### config.mk
export PLATFORM = sky130hd
export DESIGN_NAME = alu_result_collector
export DESIGN_NICKNAME = d
export VERILOG_FILES = /design/src/rtl/alu_pkg.sv /design/src/rtl/alu_res_fifo.sv /design/src/rtl/alu_result_collector.sv
export SDC_FILE = /design/constraint.sdc
export NUM_CORES = 1
export LEC_CHECK = 0
export CORE_ASPECT_RATIO = 0.8
export CORE_MARGIN = 1.5
export CORE_UTILIZATION = 45
export DETAILED_ROUTE_END_ITERATION = 7
export GPL_ROUTABILITY_DRIVEN = 0
export GPL_TIMING_DRIVEN = 0
export PLACE_DENSITY_LB_ADDON = 0.25
export SLEW_MARGIN = 20
export SYNTH_ARGS = -nofsm -noshare
export SYNTH_HDL_FRONTEND = slang
export SYNTH_SLANG_ARGS = --single-unit
### constraint.sdc
create_clock -name CLK -period 3.3 [get_ports CLK]
set_input_delay 0.66 -clock CLK [delete_from_list [all_inputs] [get_ports CLK]]
set_output_delay 0.66 -clock CLK [all_outputs]
set_load 0.005 [all_outputs]
### src/rtl/alu_pkg.sv
// Shared ALU definitions: unit codes, unit type and default data width.
package alu_pkg;

    localparam int ALU_WIDTH = 16;

    typedef logic [1:0] unit_t;

    localparam unit_t UNIT_ARITH = 2'd0;
    localparam unit_t UNIT_LOGIC = 2'd1;
    localparam unit_t UNIT_CMP   = 2'd2;
    localparam unit_t UNIT_SHIFT = 2'd3;

endpackage

### src/rtl/alu_res_fifo.sv
// Generic synchronous FIFO with count-derived full/empty.
module alu_res_fifo #(
    parameter int WIDTH = 16,
    parameter int DEPTH = 4
) (
    input  logic                   clk,
    input  logic                   rst,
    input  logic                   push,
    input  logic [WIDTH-1:0]       din,
    input  logic                   pop,
    output logic [WIDTH-1:0]       dout,
    output logic                   full,
    output logic                   empty,
    output logic [$clog2(DEPTH):0] count
);

    localparam int AW = $clog2(DEPTH);
    localparam logic [AW:0] FULL_CNT = (AW+1)'(DEPTH);

    logic [WIDTH-1:0] r_mem [DEPTH];
    logic [AW-1:0]    r_wptr;
    logic [AW-1:0]    r_rptr;
    logic [AW:0]      r_count;
    logic             w_push;
    logic             w_pop;

    assign full  = (r_count == FULL_CNT);
    assign empty = (r_count == '0);
    assign count = r_count;

    // A full FIFO still accepts a push when the head leaves on the same edge.
    assign w_pop  = pop && !empty;
    assign w_push = push && (!full || w_pop);

    // Head reads as zero when empty so outputs have a defined reset value.
    assign dout = empty ? '0 : r_mem[r_rptr];

    always_ff @(posedge clk) begin
        if (w_push) begin
            r_mem[r_wptr] <= din;
        end
    end

    always_ff @(posedge clk) begin
        if (rst) begin
            r_wptr  <= '0;
            r_rptr  <= '0;
            r_count <= '0;
        end else begin
            if (w_push) begin
                r_wptr <= r_wptr + 1'b1;
            end
            if (w_pop) begin
                r_rptr <= r_rptr + 1'b1;
            end
            case ({w_push, w_pop})
                2'b10:   r_count <= r_count + 1'b1;
                2'b01:   r_count <= r_count - 1'b1;
                default: r_count <= r_count;
            endcase
        end
    end

endmodule

### src/rtl/alu_result_collector.sv
// Collects one-hot ALU unit results into a FIFO drained by valid/ready.
// Optional head parity check: define ALU_COLLECT_PARITY_EN.
module alu_result_collector
    import alu_pkg::*;
#(
    parameter int WIDTH = ALU_WIDTH,
    parameter int DEPTH = 4
) (
    input  logic                   CLK,
    input  logic                   RST,
    input  logic [WIDTH-1:0]       Arith_OUT,
    input  logic [WIDTH-1:0]       Logic_OUT,
    input  logic [WIDTH-1:0]       CMP_OUT,
    input  logic [WIDTH-1:0]       Shift_OUT,
    input  logic                   Carry_OUT,
    input  logic                   Arith_Flag,
    input  logic                   Logic_Flag,
    input  logic                   CMP_Flag,
    input  logic                   Shift_Flag,
    output logic                   out_valid,
    input  logic                   out_ready,
    output logic [WIDTH-1:0]       out_data,
    output logic [1:0]             out_unit,
    output logic                   out_carry,
    output logic [$clog2(DEPTH):0] fifo_count,
    output logic                   full,
    output logic                   empty,
    output logic [7:0]             drop_cnt,
    output logic                   err_multi
`ifdef ALU_COLLECT_PARITY_EN
    ,
    output logic                   out_parity_err
`endif
);

`ifdef ALU_COLLECT_PARITY_EN
    localparam int EW = WIDTH + 4;
`else
    localparam int EW = WIDTH + 3;
`endif

    logic [WIDTH-1:0] w_sel_data;
    unit_t            w_sel_unit;
    logic             w_sel_carry;
    logic             w_onehot;
    logic             w_multi;
    logic             w_pop;
    logic             w_drop;
    logic [EW-1:0]    w_entry;
    logic [EW-1:0]    w_head;
    logic [7:0]       r_drop_cnt;
    logic             r_err_multi;

    always_comb begin
        w_sel_data = '0;
        w_sel_unit = UNIT_ARITH;
        w_onehot   = 1'b0;
        w_multi    = 1'b0;
        unique case ({Shift_Flag, CMP_Flag, Logic_Flag, Arith_Flag})
            4'b0000: ;
            4'b0001: begin
                w_onehot   = 1'b1;
                w_sel_data = Arith_OUT;
                w_sel_unit = UNIT_ARITH;
            end
            4'b0010: begin
                w_onehot   = 1'b1;
                w_sel_data = Logic_OUT;
                w_sel_unit = UNIT_LOGIC;
            end
            4'b0100: begin
                w_onehot   = 1'b1;
                w_sel_data = CMP_OUT;
                w_sel_unit = UNIT_CMP;
            end
            4'b1000: begin
                w_onehot   = 1'b1;
                w_sel_data = Shift_OUT;
                w_sel_unit = UNIT_SHIFT;
            end
            default: w_multi = 1'b1;
        endcase
    end

    assign w_sel_carry = w_onehot && Arith_Flag && Carry_OUT;
    assign w_pop       = out_valid && out_ready;
    assign w_drop      = w_onehot && full && !w_pop;

`ifdef ALU_COLLECT_PARITY_EN
    assign w_entry = {^{w_sel_unit, w_sel_carry, w_sel_data},
                      w_sel_unit, w_sel_carry, w_sel_data};
`else
    assign w_entry = {w_sel_unit, w_sel_carry, w_sel_data};
`endif

    alu_res_fifo #(
        .WIDTH (EW),
        .DEPTH (DEPTH)
    ) u_fifo (
        .clk   (CLK),
        .rst   (RST),
        .push  (w_onehot),
        .din   (w_entry),
        .pop   (w_pop),
        .dout  (w_head),
        .full  (full),
        .empty (empty),
        .count (fifo_count)
    );

    assign out_valid = !empty;
    assign out_data  = w_head[WIDTH-1:0];
    assign out_carry = w_head[WIDTH];
    assign out_unit  = w_head[WIDTH+2:WIDTH+1];

`ifdef ALU_COLLECT_PARITY_EN
    assign out_parity_err = out_valid &&
                            ((^w_head[WIDTH+2:0]) != w_head[WIDTH+3]);
`endif

    always_ff @(posedge CLK) begin
        if (RST) begin
            r_drop_cnt  <= '0;
            r_err_multi <= 1'b0;
        end else begin
            if (w_multi) begin
                r_err_multi <= 1'b1;
            end
            if ((w_multi || w_drop) && (r_drop_cnt != 8'hFF)) begin
                r_drop_cnt <= r_drop_cnt + 1'b1;
            end
        end
    end

    assign drop_cnt  = r_drop_cnt;
    assign err_multi = r_err_multi;

endmodule

### Yosys cells after proc, flatten, opt, wreduce, memory -nomap -nowiden

Memory sizes are Yosys's and may differ from the RTL's. A register that Yosys moved wholly into a read port is not among the register bits.
Index checks and enable logic that the tools add are counted.

* bits in registers: 16
* memories kept: 1
* bits in writable memories: 76

* reduce and logical (&&, ||, !) cells: 18
* multiplexer cells: 10
* equal/unequal tests: 8
* add/subtract/negate cells: 5

Memory list
* u_fifo.r_mem: depth 4, bits a word 19, rd ports 1, clocked after Yosys merged registers in 1, wr ports 1, RTL line alu_res_fifo.sv:20 `logic [WIDTH-1:0] r_mem [DEPTH];`

Operator list (number)
* one-hot mux 16 bit (4 select lines): 1
* two-way mux 19 bit: 1
* adder 8 x 1 -> 8 bit (second input constant): 1
* logical AND 1 bit: 8
* inequality test 8 bit (second input constant): 1
* one-hot mux 2 bit (3 select lines): 1
* one-hot mux 3 bit (2 select lines): 1
* OR reduction 5 bit: 1
* adder 2 x 1 -> 2 bit (second input constant): 2
* == test 4 x 1 -> 1 bit (second input constant): 1
* == test 4 x 2 -> 1 bit (second input constant): 1
* == test 4 x 3 -> 1 bit (second input constant): 1
* == test 4 bit (second input constant): 1
* logical NOT 4 bit: 1
* two-way mux 1 bit: 4
* two-way mux 2 bit: 2
* OR reduction 4 bit: 1
* adder 3 x 1 -> 3 bit (second input constant): 1
* == test 3 bit (second input constant): 1
* logical NOT 1 bit: 3
* logical NOT 3 bit: 1
* subtractor 3 x 1 -> 3 bit (second input constant): 1
* == test 2 x 1 -> 1 bit (second input constant): 1
* == test 2 bit (second input constant): 1
* 2 further kinds: 3

### Longest topological paths before layout

* depth after elaboration: 8
* depth in mapped cells: 10
* mapped depth without buffers: 8

### By module

Synthesis repeated with hierarchy kept, for this count alone.

* cell total of the unflattened synthesis: 298
* area, all modules: 4346.7 µm²

By module, submodules not included
* alu_res_fifo: instances 1, cells an instance 174, area each 3424.5 µm²
* alu_result_collector: instances 1, cells an instance 124, area each 922.1 µm²

### Worst setup path before layout

Ideal clock, no wire load.

* path type: in2reg
* start: input port Shift_Flag
* end: register u_fifo.r_count[1], in the netlist u_fifo.count[1]
* cell stages on the path: 10
* path slack: 0.568 ns
* data arrival time: 2.647 ns
* required time: 3.214 ns
* buffers on the path: 2
* library setup time: 0.086 ns
* path through: buf_2 > nor4b_4 > a211o_2 > buf_2 > nor2_1 > fa_1 > nor2_1 > a31oi_1 > a21oi_1 > a211oi_1

* longest elaborated chain between the ends: 6
* elaborated cells between the ends (all ways): 11
* those cells by class: eq/ne: 6; mux: 2; reduce/logical: 3

RTL lines
* start, declared: RTL line alu_result_collector.sv:19 `input logic Shift_Flag,`
* == test 4 bit (tied with other cells): RTL line alu_result_collector.sv:59 `unique case ({Shift_Flag, CMP_Flag, Logic_Flag, Arith_Flag})`
* OR reduction 4 bit (no line) (*)
* two-way mux 1 bit (*): RTL line alu_result_collector.sv:59
* logical AND 1 bit (*): RTL line alu_res_fifo.sv:33 `assign w_push = push && (!full || w_pop);`
* == test 2 x 1 -> 1 bit or == test 2 bit (tied branches): RTL line alu_res_fifo.sv:56 `case ({w_push, w_pop})`
* one-hot mux 3 bit (2 select lines) or nonzero test 2 bit (tied branches)
* end signal, assigned: RTL line alu_res_fifo.sv:57 `2'b10: r_count <= r_count + 1'b1;`
* end signal, assigned: RTL line alu_res_fifo.sv:58 `2'b01: r_count <= r_count - 1'b1;`
* end signal, assigned: RTL line alu_res_fifo.sv:59 `default: r_count <= r_count;`
* end, declared: RTL line alu_res_fifo.sv:23 `logic [AW:0] r_count;`

Mark *: on every way between the ends. The rest lies on a longest branch, timed or not.
A chain may end at the register's enable or synchronous reset.

==> results list <==
* Result of the run: complete, but fails checks
* Violations in the final reports: design-rule violations
* Data arrival at the endpoint of the critical path: 2450 ps
- Cell area after layout: 0.00577 mm^2
- Library cell occupying the most area in the post-synthesis netlist: sky130_fd_sc_hd__edfxtp_1
* Post-DR vias/cell: 5.62
- Total number of nets in the final design: 483
* Area Growth Syn to Fin: 33.7%
- The worst setup path is of the flop to output port kind.
- The cell sitting at the root of the clock tree is a sky130_fd_sc_hd__clkbuf_16.
* Number of placement rows: 31
- TritonCTS clock tree: done
* Syn avg cell area: 14.7 um^2
- Maximum number of pins on one net before global-route repair: 20
* HP Class: flop to flop
- After clock tree synthesis, the setup repair step added 0 buffers.
- Number of detailed-routing iterations run before antenna repair: 6
* Vias after detailed routing: 2950
- Antenna violations before repair: 0
- P_int: 2.15 mW
* Synth area leaders: sky130_fd_sc_hd__edfxtp_1 53%, sky130_fd_sc_hd__mux4_2 9.9%, sky130_fd_sc_hd__dfxtp_1 8.4%, sky130_fd_sc_hd__a221o_1 3.7%, sky130_fd_sc_hd__and2_1 3.6%
- Final worst path period share: 94.3%
- During I/O placement, the number of pins put on the boundary was 106.
- TritonCTS Buffers: 9
- Worst Hold Margin: 460 ps
- Worst setup slack before clock tree synthesis: -44.8 ps
* Worst Tran Pin Value: 1010 ps
- Setup repair after global routing left no endpoint under its margin.
- Sequential cells were found to cover 61.2% of the synthesized design area.
* Combinational cell fraction of total power: 14.4%
- After detailed placement, the design holds a cell count of 509.
- Power spread over the standard cell area amounts to 477 mW/mm^2.
- In the synthesized netlist, the number of instances is 293.
- Summed over all layers, the routed wires come to 9740 um.
- Die outline height: 90.6 um
* Number of slew-limit violations in the final report: 0
- Critical Path Source Type: flop
- The synthesized design devotes to its leading area cell type 52.9% of total area.
- Part of the power in the clock network: 36.6%
- For this configuration, the core starts out at a cell density of 46.9%.
- Total leakage power: 1.94 nW
- sky130_fd_sc_hd__edfxtp_1 is the most common cell in the netlist.
- PnR Total Power: 2.75 mW
- Data on the critical path is required at its endpoint by 2640 ps.
- Number of enable flip-flop cells after synthesis: 76
- Post-DP HPWL: 6760 um
* Top Usage Layer GRT: met2
* Residual DRC: 5
- Clock-pin slew reported for the worst setup and hold paths after clock tree synthesis: 60 ps
- Switching share of power: 22.0%
* Total of buffers placed on input and output ports: 101
- Distinct cell type count after synthesis: 40
* Post-layout utilization of the core: 62.8%
- Across all setup checks in the final design, the least slack found is 188 ps.
* DRC marker count from the first detailed-route iteration: 201
- Remaining global-route overflow: 0
- The final-report hold violation count came to 0.
- Global routing consumed, on the met3 layer, 4.30% of the routing resources.
- In the synthesized netlist the dominant register cell turns out to be sky130_fd_sc_hd__edfxtp_1.
* Finished Layout Cells: 525
* Reg power frac: 49.0%
- Cells with a size suffix above 1 make up 13.2% of the layout.
* Number of maximum-capacitance constraint violations: 0
* Share of synthesized flip-flops with an asynchronous set or reset: 0%
- Number of warnings printed during yosys synthesis: 0
* Reported net switching power: 0.606 mW
* Placed cell areas: 0.00547 mm^2
* Count of inserted antenna diode cells: 0
- The number of global-route vias before repair was 2936.
- Syn nets: 371
- The layout has 702 filler cells.
- Worst-case clock buffer depth: 2
- IR analysis of the VDD net gives a maximum drop of 269 uV.
- Derived from the worst setup path, the maximum achievable clock frequency is 0.321 GHz.
* Most frequent cells after synthesis: 76 x sky130_fd_sc_hd__edfxtp_1, 25 x sky130_fd_sc_hd__and2_1, 19 x sky130_fd_sc_hd__mux4_2
- Chip Width: 112 um
- Clock latency on the worst-skew pair, taken at its later pin, is 330 ps.
* Core Area: 0.00919 mm^2
- In the global route stage, met2 resource usage came out at 34.1%.
- Clock tree skew after final layout: 5.72 ps
- Wire length of the first global-routing pass: 15700 um
- The synthesized netlist occupies a cell area of 0.00432 mm^2.
* Final Setup Violations: 0
* Setup total negative slack: 0 ps
* Number of H-tree levels: 3
* GR Util All Layers: 20.3%
- CTS Hold Bufs: 0
* Die area: 0.0102 mm^2
- Routed wire length per instance: 18.6 um
* Worst slew margin relative to its limit: 32.7%
* Critical path peak fanout: 10
* Met1 Usage GRT: 26.8%
- Synthesis inferred 94 register bits.
* Remaining antenna violation count after routing: 0
- Counting I/O delays and the setup requirement, the final critical path takes 3110 ps.
- The tree built by TritonCTS fans out to 94 sinks.
- Type of element capturing the critical path: output port
==> worst max-delay path, cell delays in order, from the launching register on <==
cell and delay (ps):
sky130_fd_sc_hd__dfxtp_1 300, sky130_fd_sc_hd__buf_2 310, sky130_fd_sc_hd__clkbuf_4 360, sky130_fd_sc_hd__mux4_2 540
sky130_fd_sc_hd__and2_1 170, sky130_fd_sc_hd__clkdlybuf4s50_1 430
==> cells in the final DEF, fill, tap and decap left out, drive strengths merged, types with 5 or more instances in the layout <==
cell / synthesis / routed
and2: 25 / 25
dfxtp: 18 / 18
a21oi: 10 / 10
nand3: 6 / 6
nor2: 14 / 14
mux4: 19 / 19
clkbuf: 11 / 21
edfxtp: 76 / 76
a22o: 16 / 16
ha: 5 / 5
inv: 8 / 9
nor4b: 5 / 5
nand2: 6 / 6
o31ai: 5 / 5
buf: 9 / 8
clkdlybuf4s50: 0 / 101
nand2b: 5 / 5
a221o: 16 / 16
==> logic make-up (layout without fill, tap and decap cells) <==
logic type	after synthesis	in the layout	share of synthesized area, %
muxes	21	21	10.4
adders and majority gates	7	7	2.15
xor gates and xnor gates	6	6	1.22
DFF	94	94	61.2
buffers and inverters	28	145	2.70
AOI/OAI and AO/OA	61	61	11.3
and+or+nand+nor	76	76	11.0
==> metal layers <==
| metal | vias up | routed length, um | part of all wire [%] |
|---|---|---|---|
| met5 | - | 0 | 0 |
| met4 | 0 | 94 | 0.96 |
| met3 | 9 | 398 | 4.1 |
| met2 | 64 | 4980 | 51 |
| met1 | 1486 | 4270 | 44 |
| li1 | 1391 | - | - |
==> power by group through the flow <==
| stage | Sequential [mW] | Clock [mW] | Combinational [mW] |
|---|---|---|---|
| floorplan | 1.37 | 0 | 0.195 |
| global placement | 1.37 | 0 | 0.387 |
| detailed placement | 1.37 | 0 | 0.395 |
| CTS | 1.35 | 1.03 | 0.398 |
| global route | 1.35 | 1.08 | 0.432 |
| finish | 1.35 | 1.01 | 0.395 |
==> path summary, 6_finish.rpt <==
path | from | end | slack [ps] | cells after the start
max | flop | out_data[12] | 190 | 5
min | err_multi | err_multi | 460 | 2
max reg2reg | u_fifo.count[0] | u_fifo.count[1] | 1060 | 8
min reg2reg | err_multi | err_multi | 460 | 2
==> registers in the layout, summed over array words and instances (netlist names), named ones only <==
register and flops:
err_multi 1, u_fifo.r_wptr 2, drop_cnt 8, u_fifo.r_mem 76
u_fifo.count 3, u_fifo.r_rptr 2
==> what timing repair did <==
item                                    CTS  global route
endpoints found under the setup margin   10            10
resized for setup                         1             1
cloned                                    0             0
==> cell type report <==
| type | count | area, um^2 | area share, % |
|---|---|---|---|
| buffer | 20 | 90.1 | 1.56 |
| clock buffer | 9 | 225 | 3.90 |
| clock inverter | 7 | 72.6 | 1.26 |
| inverter | 8 | 30.0 | 0.520 |
| multi-input combinational | 171 | 1560 | 27.0 |
| sequential | 94 | 2640 | 45.8 |
| tap | 115 | 144 | 2.49 |
| timing repair buffer | 101 | 1010 | 17.5 |
No activity file was read; power rests on OpenSTA's default activity.
